**src/rtl/core_lsu_pkg.sv**
```systemverilog
// Shared types and helpers for the RV32I load/store unit.
// Holds funct3 encodings, the LSU state enum and the alignment check.
package core_lsu_pkg;

    localparam logic [2:0] F3_B  = 3'b000;
    localparam logic [2:0] F3_H  = 3'b001;
    localparam logic [2:0] F3_W  = 3'b010;
    localparam logic [2:0] F3_BU = 3'b100;
    localparam logic [2:0] F3_HU = 3'b101;

    typedef enum logic [1:0] {
        IDLE  = 2'd0,
        REQ   = 2'd1,
        RDATA = 2'd2,
        RESP  = 2'd3
    } lsu_state_t;

    // Stores have no unsigned forms, so BU/HU stores count as undefined.
    function automatic logic lsu_misaligned(
        input logic       store,
        input logic [2:0] f3,
        input logic [1:0] lo
    );
        logic mis;
        case (f3)
            F3_B:    mis = 1'b0;
            F3_BU:   mis = store;
            F3_H:    mis = lo[0];
            F3_HU:   mis = store | lo[0];
            F3_W:    mis = (lo != 2'b00);
            default: mis = 1'b1;
        endcase
        return mis;
    endfunction

endpackage

```
**src/rtl/core_lsu_align.sv**
```systemverilog
// Byte-lane logic for the LSU: store lane replication and byte
// enables, load lane extraction with sign or zero extension.
module core_lsu_align
    import core_lsu_pkg::*;
(
    input  logic [2:0]  funct3_i,
    input  logic [1:0]  addr_lo_i,
    input  logic [31:0] wdata_i,
    input  logic [31:0] rdata_i,
    output logic [3:0]  byte_en_o,
    output logic [31:0] wdata_o,
    output logic [31:0] rdata_o
);

    logic [31:0] shifted;

    always_comb begin
        byte_en_o = 4'b0000;
        wdata_o   = wdata_i;
        case (funct3_i)
            F3_B: begin
                byte_en_o = 4'b0001 << addr_lo_i;
                wdata_o   = {4{wdata_i[7:0]}};
            end
            F3_H: begin
                byte_en_o = 4'b0011 << addr_lo_i;
                wdata_o   = {2{wdata_i[15:0]}};
            end
            F3_W: begin
                byte_en_o = 4'b1111;
            end
            default: ;
        endcase
    end

    always_comb begin
        shifted = rdata_i >> {addr_lo_i, 3'b000};
        rdata_o = rdata_i;
        case (funct3_i)
            F3_B:    rdata_o = {{24{shifted[7]}}, shifted[7:0]};
            F3_BU:   rdata_o = {24'h0, shifted[7:0]};
            F3_H:    rdata_o = {{16{shifted[15]}}, shifted[15:0]};
            F3_HU:   rdata_o = {16'h0, shifted[15:0]};
            default: rdata_o = rdata_i;
        endcase
    end

endmodule

```
**src/rtl/core_lsu.sv**
```systemverilog
// RV32I load/store unit: accepts one op, drives the arbiter's LSU
// read/write ports and returns a single-cycle response pulse.
module core_lsu
    import core_lsu_pkg::*;
#(
    parameter int AW = 32,
    parameter int DW = 32
) (
    input  logic          i_clk,
    input  logic          i_rst,
    input  logic          i_clk_en,
    input  logic          i_req_valid,
    input  logic          i_req_store,
    input  logic [2:0]    i_req_funct3,
    input  logic [AW-1:0] i_req_addr,
    input  logic [DW-1:0] i_req_wdata,
    output logic          o_req_ready,
    output logic          o_resp_valid,
    output logic [DW-1:0] o_resp_data,
    output logic          o_misaligned,
    output logic          o_lsu_read,
    output logic [AW-1:0] o_r_lsu_addr,
    input  logic [DW-1:0] i_r_lsu_data,
    output logic          o_lsu_write,
    output logic [AW-1:0] o_w_lsu_addr,
    output logic [3:0]    o_w_lsu_byte_en,
    output logic [DW-1:0] o_w_lsu_data,
    input  logic          i_mem_stall
);

    lsu_state_t    state_q, state_d;
    logic          store_q, store_d;
    logic [2:0]    funct3_q, funct3_d;
    logic [AW-1:0] addr_q, addr_d;
    logic [DW-1:0] wdata_q, wdata_d;
    logic [DW-1:0] rdata_q, rdata_d;
    logic          mis_q, mis_d;

    logic [3:0]    lane_be;
    logic [DW-1:0] lane_wdata;
    logic [DW-1:0] lane_rdata;
    logic [AW-1:0] word_addr;

    core_lsu_align u_align (
        .funct3_i  (funct3_q),
        .addr_lo_i (addr_q[1:0]),
        .wdata_i   (wdata_q),
        .rdata_i   (i_r_lsu_data),
        .byte_en_o (lane_be),
        .wdata_o   (lane_wdata),
        .rdata_o   (lane_rdata)
    );

    always_comb begin
        state_d  = state_q;
        store_d  = store_q;
        funct3_d = funct3_q;
        addr_d   = addr_q;
        wdata_d  = wdata_q;
        rdata_d  = rdata_q;
        mis_d    = mis_q;
        case (state_q)
            IDLE: begin
                if (i_req_valid) begin
                    store_d  = i_req_store;
                    funct3_d = i_req_funct3;
                    addr_d   = i_req_addr;
                    wdata_d  = i_req_wdata;
                    rdata_d  = '0;
                    mis_d    = lsu_misaligned(i_req_store,
                                   i_req_funct3, i_req_addr[1:0]);
                    state_d  = mis_d ? RESP : REQ;
                end
            end
            REQ: begin
                if (!i_mem_stall) begin
                    state_d = store_q ? RESP : RDATA;
                end
            end
            RDATA: begin
                rdata_d = lane_rdata;
                state_d = RESP;
            end
            RESP: begin
                state_d = IDLE;
            end
            default: state_d = IDLE;
        endcase
    end

    // Reset wins over the clock enable; a disabled edge holds everything.
    always_ff @(posedge i_clk) begin
        if (i_rst) begin
            state_q  <= IDLE;
            store_q  <= 1'b0;
            funct3_q <= 3'b000;
            addr_q   <= '0;
            wdata_q  <= '0;
            rdata_q  <= '0;
            mis_q    <= 1'b0;
        end else if (i_clk_en) begin
            state_q  <= state_d;
            store_q  <= store_d;
            funct3_q <= funct3_d;
            addr_q   <= addr_d;
            wdata_q  <= wdata_d;
            rdata_q  <= rdata_d;
            mis_q    <= mis_d;
        end
    end

    assign word_addr       = {addr_q[AW-1:2], 2'b00};
    assign o_req_ready     = (state_q == IDLE);
    assign o_resp_valid    = (state_q == RESP);
    assign o_resp_data     = o_resp_valid ? rdata_q : '0;
    assign o_misaligned    = o_resp_valid & mis_q;
    assign o_lsu_read      = (state_q == REQ) & ~store_q;
    assign o_lsu_write     = (state_q == REQ) & store_q;
    assign o_r_lsu_addr    = o_lsu_read ? word_addr : '0;
    assign o_w_lsu_addr    = o_lsu_write ? word_addr : '0;
    assign o_w_lsu_byte_en = o_lsu_write ? lane_be : 4'b0000;
    assign o_w_lsu_data    = o_lsu_write ? lane_wdata : '0;

endmodule

```
**config.mk**
```make
export PLATFORM = sky130hd
export DESIGN_NAME = core_lsu
export DESIGN_NICKNAME = d
export VERILOG_FILES = /design/src/rtl/core_lsu_pkg.sv /design/src/rtl/core_lsu_align.sv /design/src/rtl/core_lsu.sv
export SDC_FILE = /design/constraint.sdc
export NUM_CORES = 1
export LEC_CHECK = 0
export CAP_MARGIN = 10
export CORE_MARGIN = 4
export CORE_UTILIZATION = 46
export DETAILED_ROUTE_END_ITERATION = 12
export GPL_TIMING_DRIVEN = 0
export PLACE_DENSITY = 0.87
export SYNTH_ARGS = -nofsm -noshare
export SYNTH_HDL_FRONTEND = slang
export SYNTH_SLANG_ARGS = --single-unit
```
**constraint.sdc**
```tcl
create_clock -name i_clk -period 5.05 [get_ports i_clk]
set_input_delay 0.505 -clock i_clk [delete_from_list [all_inputs] [get_ports i_clk]]
set_output_delay 0.505 -clock i_clk [all_outputs]
set_load 0.01 [all_outputs]
```
* Word level (Yosys, flattened, before mapping) *
Cells that the tools add are included.

word-level totals
  register bits = 103
  input bits = 105
  output and inout bits = 137
  logic and storage cells = 54

cells by class
  equality and inequality tests = 13
  shifts and indexed selects = 3
  mux-type cells = 18
  bitwise operators = 5
  reduce and logical (&&, ||, !) cells = 8

operators by type and width
  kind                 count
  $mux 32              5
  $pmux 32 s2          2
  $pmux 32 s4          1
  $shr 32x5->16        1
  $eq 3x3->1 const B   4
  $pmux 4 s3           1
  $reduce_and 3->1     3
  $pmux 2 s4           1
  $eq 3x1->1 const B   2
  $eq 3x2->1 const B   2
  $logic_not 3->1      2
  $mux 2               3
  $pmux 1 s5           1
  $eq 2x2->1 const B   2
  $mux 4               1
  $ne 2x2->1 const B   2
  $reduce_bool 2->1    2
  $shl 1x2->4 const A  1
  $shl 2x2->4 const A  1
  $and 1x1->1          3
  $mux 1               3
  $eq 2x1->1 const B   1
  $logic_not 2->1      1
  $not 1->1            1
  $or 1x1->1           1

* Logic depth before layout (Yosys ltp) *
  depth after elaboration = 7
  gate-level depth with buffers = 8
  gate-level depth less buffers = 6

* Modules after synthesis *
From an unflattened synthesis, not the netlist that was laid out.

second synthesis, totals
  cell total of the unflattened synthesis = 839
  area, all modules = 6452.4 sq um

modules (own cells, without submodules)
  module          times used  cells each  area an instance (sq um)  sequential area each (sq um)
  core_lsu        1           636         4906.0                    2062.0
  core_lsu_align  1           203         1546.5                    0.0

* Least setup slack after synthesis *
Ideal clock, no wire load.

  kind = register -> output
  from = register state_q[1]
  to = output o_w_lsu_byte_en[1]
  arrival time = 1.573 ns
  required time = 4.545 ns
  path slack = 2.972 ns
  stages on the path, launching flop included = 6
  buffers on the path = 1
  cell sequence = dfxtp_1 inv_1 ha_1 nand2_1 clkbuf_1 a2111oi_0

on the way
  longest elaborated chain between the ends = 3

RTL lines
  element                 RTL line         text
  start, declared         core_lsu.sv:31   lsu_state_t state_q, state_d;
  start signal, assigned  core_lsu.sv:102  state_q <= state_d;
  $eq 2x1->1              core_lsu.sv:118  assign o_lsu_write = (state_q == REQ) & store_q;
  $and 1x1->1             core_lsu.sv:118
  $mux 4                  core_lsu.sv:121  assign o_w_lsu_byte_en = o_lsu_write ? lane_be : 4'b0000;
  end, declared           core_lsu.sv:26   output logic [3:0] o_w_lsu_byte_en,

No other way between the ends.

* Worst setup path after layout *
  from = register funct3_q[1]
  to = output o_w_lsu_data[27]

on the way
  longest elaborated chain between the ends = 3
  elaborated cells on any way between the ends = 4
  those cells by class = eq/ne: 1; mux: 2; reduce/logical: 1

RTL lines
  element                                               RTL line              text
  start, declared                                       core_lsu.sv:33        logic [2:0] funct3_q, funct3_d;
  start signal, assigned                                core_lsu.sv:104       funct3_q <= funct3_d;
  $eq 3x1->1 / $logic_not 3->1 (equally long branches)  core_lsu_align.sv:20  case (funct3_i)
  $pmux 32 s2 (*)                                       core_lsu_align.sv:20
  $mux 32 (*)                                           core_lsu.sv:122       assign o_w_lsu_data = o_lsu_write ? lane_wdata : '0;
  end, declared                                         core_lsu.sv:27        output logic [DW-1:0] o_w_lsu_data,

Every way passes the cells marked *; elsewhere a longest branch is shown, timed or not.

==> metrics <==
clk sinks=103; Max VDD drop=186.2 uV; vias in the first global route=5807; f_max=0.3136 GHz; Post-synth EDFFs=0; initial antenna violation count=0; crit-path leading delay family=buffers and inverters; top-area cell type share of the netlist area=0.3804; Slew HR=0.4566; CP Buf/Inv Count=3; status=complete, no violations; initial core utilization=0.4727; RSZ-0062 raised after global routing=no; Tmin final=roughly 3.2 ns; Synth Register Bits=103; internal power=around 0.0014 W; Hold Path Class=flip-flop to flip-flop; CTS tree=built; Max Slew Vio Count=0; most common library cells after synthesis=185 x nand2_1, 103 x dfxtp_1, 95 x a21oi_1, 63 x and2_1, 44 x clkbuf_1; Tcrit/Tclk final=0.6315; skew final=around 0.011 ns; Final Cell Area=between 0.008 and 0.009 mm^2; clock share of power=0.350; routability cong.=0.8805; Final Hold Vio Count=0; CP startpoint=funct3_q[1]; Seq/Total Area, Yosys=0.3804; Comb pwr share=0.201; Distinct cells, synth=52; fraction of registers with async set/reset=0; Iteration-0 DRC Markers=427; FF-to-FF Start=state_q[0]; most common cell in the netlist=nand2_1; mean post-synth cell area=between 7 and 8 um^2; via count of the routed design=6115; Static Leak=about 3.1 nW; Synth Flop Type=dfxtp_1; Flop pwr share=0.449; largest net degree at the start of global routing=20; Die Wd=116.6 um; setup tns final=0 ns; area leader, netlist=dfxtp_1; Reg clk slew, reported paths=~0.07 ns; Resized Gates After CTS=0; worst reg2reg endpoint=rdata_q[23]; vias per cell=5.494; hold_buf cts=0; CP dominant cell by count=nor2_1; crit path to=o_w_lsu_data[27]; num rows=39; IO Pins=242; multi-input logic area=roughly 0.0030 mm^2; Cell Pwr Density=between 200 and 250 mW/mm^2; switching pwr=~0.0006 W; DRT Pass-1 Iters=5; kind of critical path=flip-flop to output port; H-tree depth=3; Post-DP HPWL=14850 um; Seq. cell area=0.002062 mm^2; layout cells sized above 1=0.05567; CTS buffer count=9; height of the die=116.6 um; CP endpoint kind=output port; Clk Latency, worst-skew pair=0.34 ns; worst path required time=~4.6 ns; CTS root buffer=clkbuf_16; Detail Route Antenna Nets=0; Total Routed Length=19570 um; DIE AREA=0.01358 mm^2; Reg2Reg Setup Slack=2.79 ns; Post-Place Cell Area=0.007973 mm^2; CP cell instances=buf_2 > nor2_1 > clkbuf_1 > nor2_1 > a211oi_1 > clkdlybuf4s50_1; Synth area leaders=dfxtp_1 38%, nand2_1 13%, a21oi_1 8.8%; Critical Path Slowest Stage Cell=clkdlybuf4s50_1; # fillers=about 940; first-pass GRT wire length=30220 um; Final Hold Slack=0.4459 ns; GR Overflow Total=0; Worst Max-Slew Pin Slew=0.8088 ns; max-cap viol count=0; setup violators final=0; CP Max Fanout=10; Netlist Area Pre-Place=0.005420 mm^2; FF-to-FF path depth=7; WL per Instance=17.58 um; PortBufs=236; slowest stage delay, CP=0.62 ns; Switching Share=0.3028; n_diodes=0; synthesized netlist cell count=715; P&R area growth vs syn=52.47%; CTS max path bufs=2; WP depth=6; core area=0.01147 mm^2; CP arrival=2.68 ns; Post-CTS Setup Bufs=0; final net count=1075; Total Routing Usage GR=0.2821; Yosys Warn Count=0; Tot Pwr=0.001980 W; Setup crit start kind=flip-flop; DRC viols=0
==> worst register-to-register path, stage by stage, from the launching register on <==
cell	delay [ns]
dfxtp_1	0.39
inv_1	0.12
ha_1	0.27
nand2b_2	0.15
nand3_4	0.16
nor3_1	0.67
buf_4	0.30
a221o_2	0.15
==> cell usage in the layout, fill, tap and decap left out, types with 10 or more instances in the layout <==
| master | instances |
|---|---|
| a21oi_1 | 95 |
| and3_1 | 40 |
| o21ai_0 | 22 |
| clkbuf_1 | 45 |
| a221o_2 | 10 |
| mux2i_1 | 15 |
| nor2_1 | 18 |
| nor3_1 | 10 |
| dfxtp_1 | 103 |
| and2_1 | 63 |
| buf_2 | 10 |
| inv_1 | 10 |
| nand2_1 | 185 |
| clkdlybuf4s50_1 | 236 |
==> logic make-up after synthesis <==
family	synth area share
compound gates	0.2082
xor+xnor	0.001616
fa+ha+maj	0.01154
buf+inv	0.06187
flops	0.3804
mux	0.03393
other cells	0.0006919
simple gates	0.3017
==> stage by stage <==
stage | cells | utilization | setup WS, ns
2_1_floorplan | 718 | - | 2.972
3_3_place_gp | 1097 | 0.6953 | 2.212
3_5_place_dp | 1097 | 0.6953 | 2.260
4_1_cts | 1113 | 0.7207 | 1.880
5_1_grt | 1113 | 0.7207 | 1.681
6_report | 1113 | 0.7207 | 1.861
==> registers in the layout, indices dropped and copies added, names as in the netlist <==
register	count
wdata_q	32
state_q	2
mis_q	1
rdata_q	32
funct3_q	3
store_q	1
addr_q	32
==> how the worst min path moves through the flow <==
stage,startpoint,end,slack [ns],depth (start not counted)
finish,rdata_q[6],rdata_q[6],0.45,2
global route,wdata_q[20],wdata_q[20],0.48,2
CTS,rdata_q[6],rdata_q[6],0.44,2
detailed placement,rdata_q[6],rdata_q[6],0.43,2
global placement,rdata_q[6],rdata_q[6],0.42,2
floorplan,rdata_q[5],rdata_q[5],0.41,2
==> final cells by class <==
class | count | share of cell area
buffer | 65 | 0.03603
sequential | 103 | 0.2495
timing repair buffer | 236 | 0.2858
clock buffer | 10 | 0.02771
tap | 143 | 0.02165
clock inverter | 6 | 0.007570
multi-input combinational | 540 | 0.3671
inverter | 10 | 0.004542
==> metal layers <==
layer / track usage / vias up / wire [um]
met5: 0 / - / 0
met4: 0.07416 / 0 / 412
met3: 0.07513 / 37 / 1768
met2: 0.4809 / 270 / 9383
met1: 0.3544 / 2859 / 8004
li1: - / 2949 / -
==> power groups by stage <==
stage | logic (W) | registers [W] | clock network [W]
after detailed placement | 0.000393 | 0.000907 | 0
final | 0.000398 | 0.000889 | 0.000693
after global routing | 0.000435 | 0.000895 | 0.000729
after CTS | 0.000395 | 0.000888 | 0.000693
after global placement | 0.000386 | 0.000906 | 0
after floorplan | 0.000215 | 0.000896 | 0
Note: power is estimated with default switching activity, not from simulation.
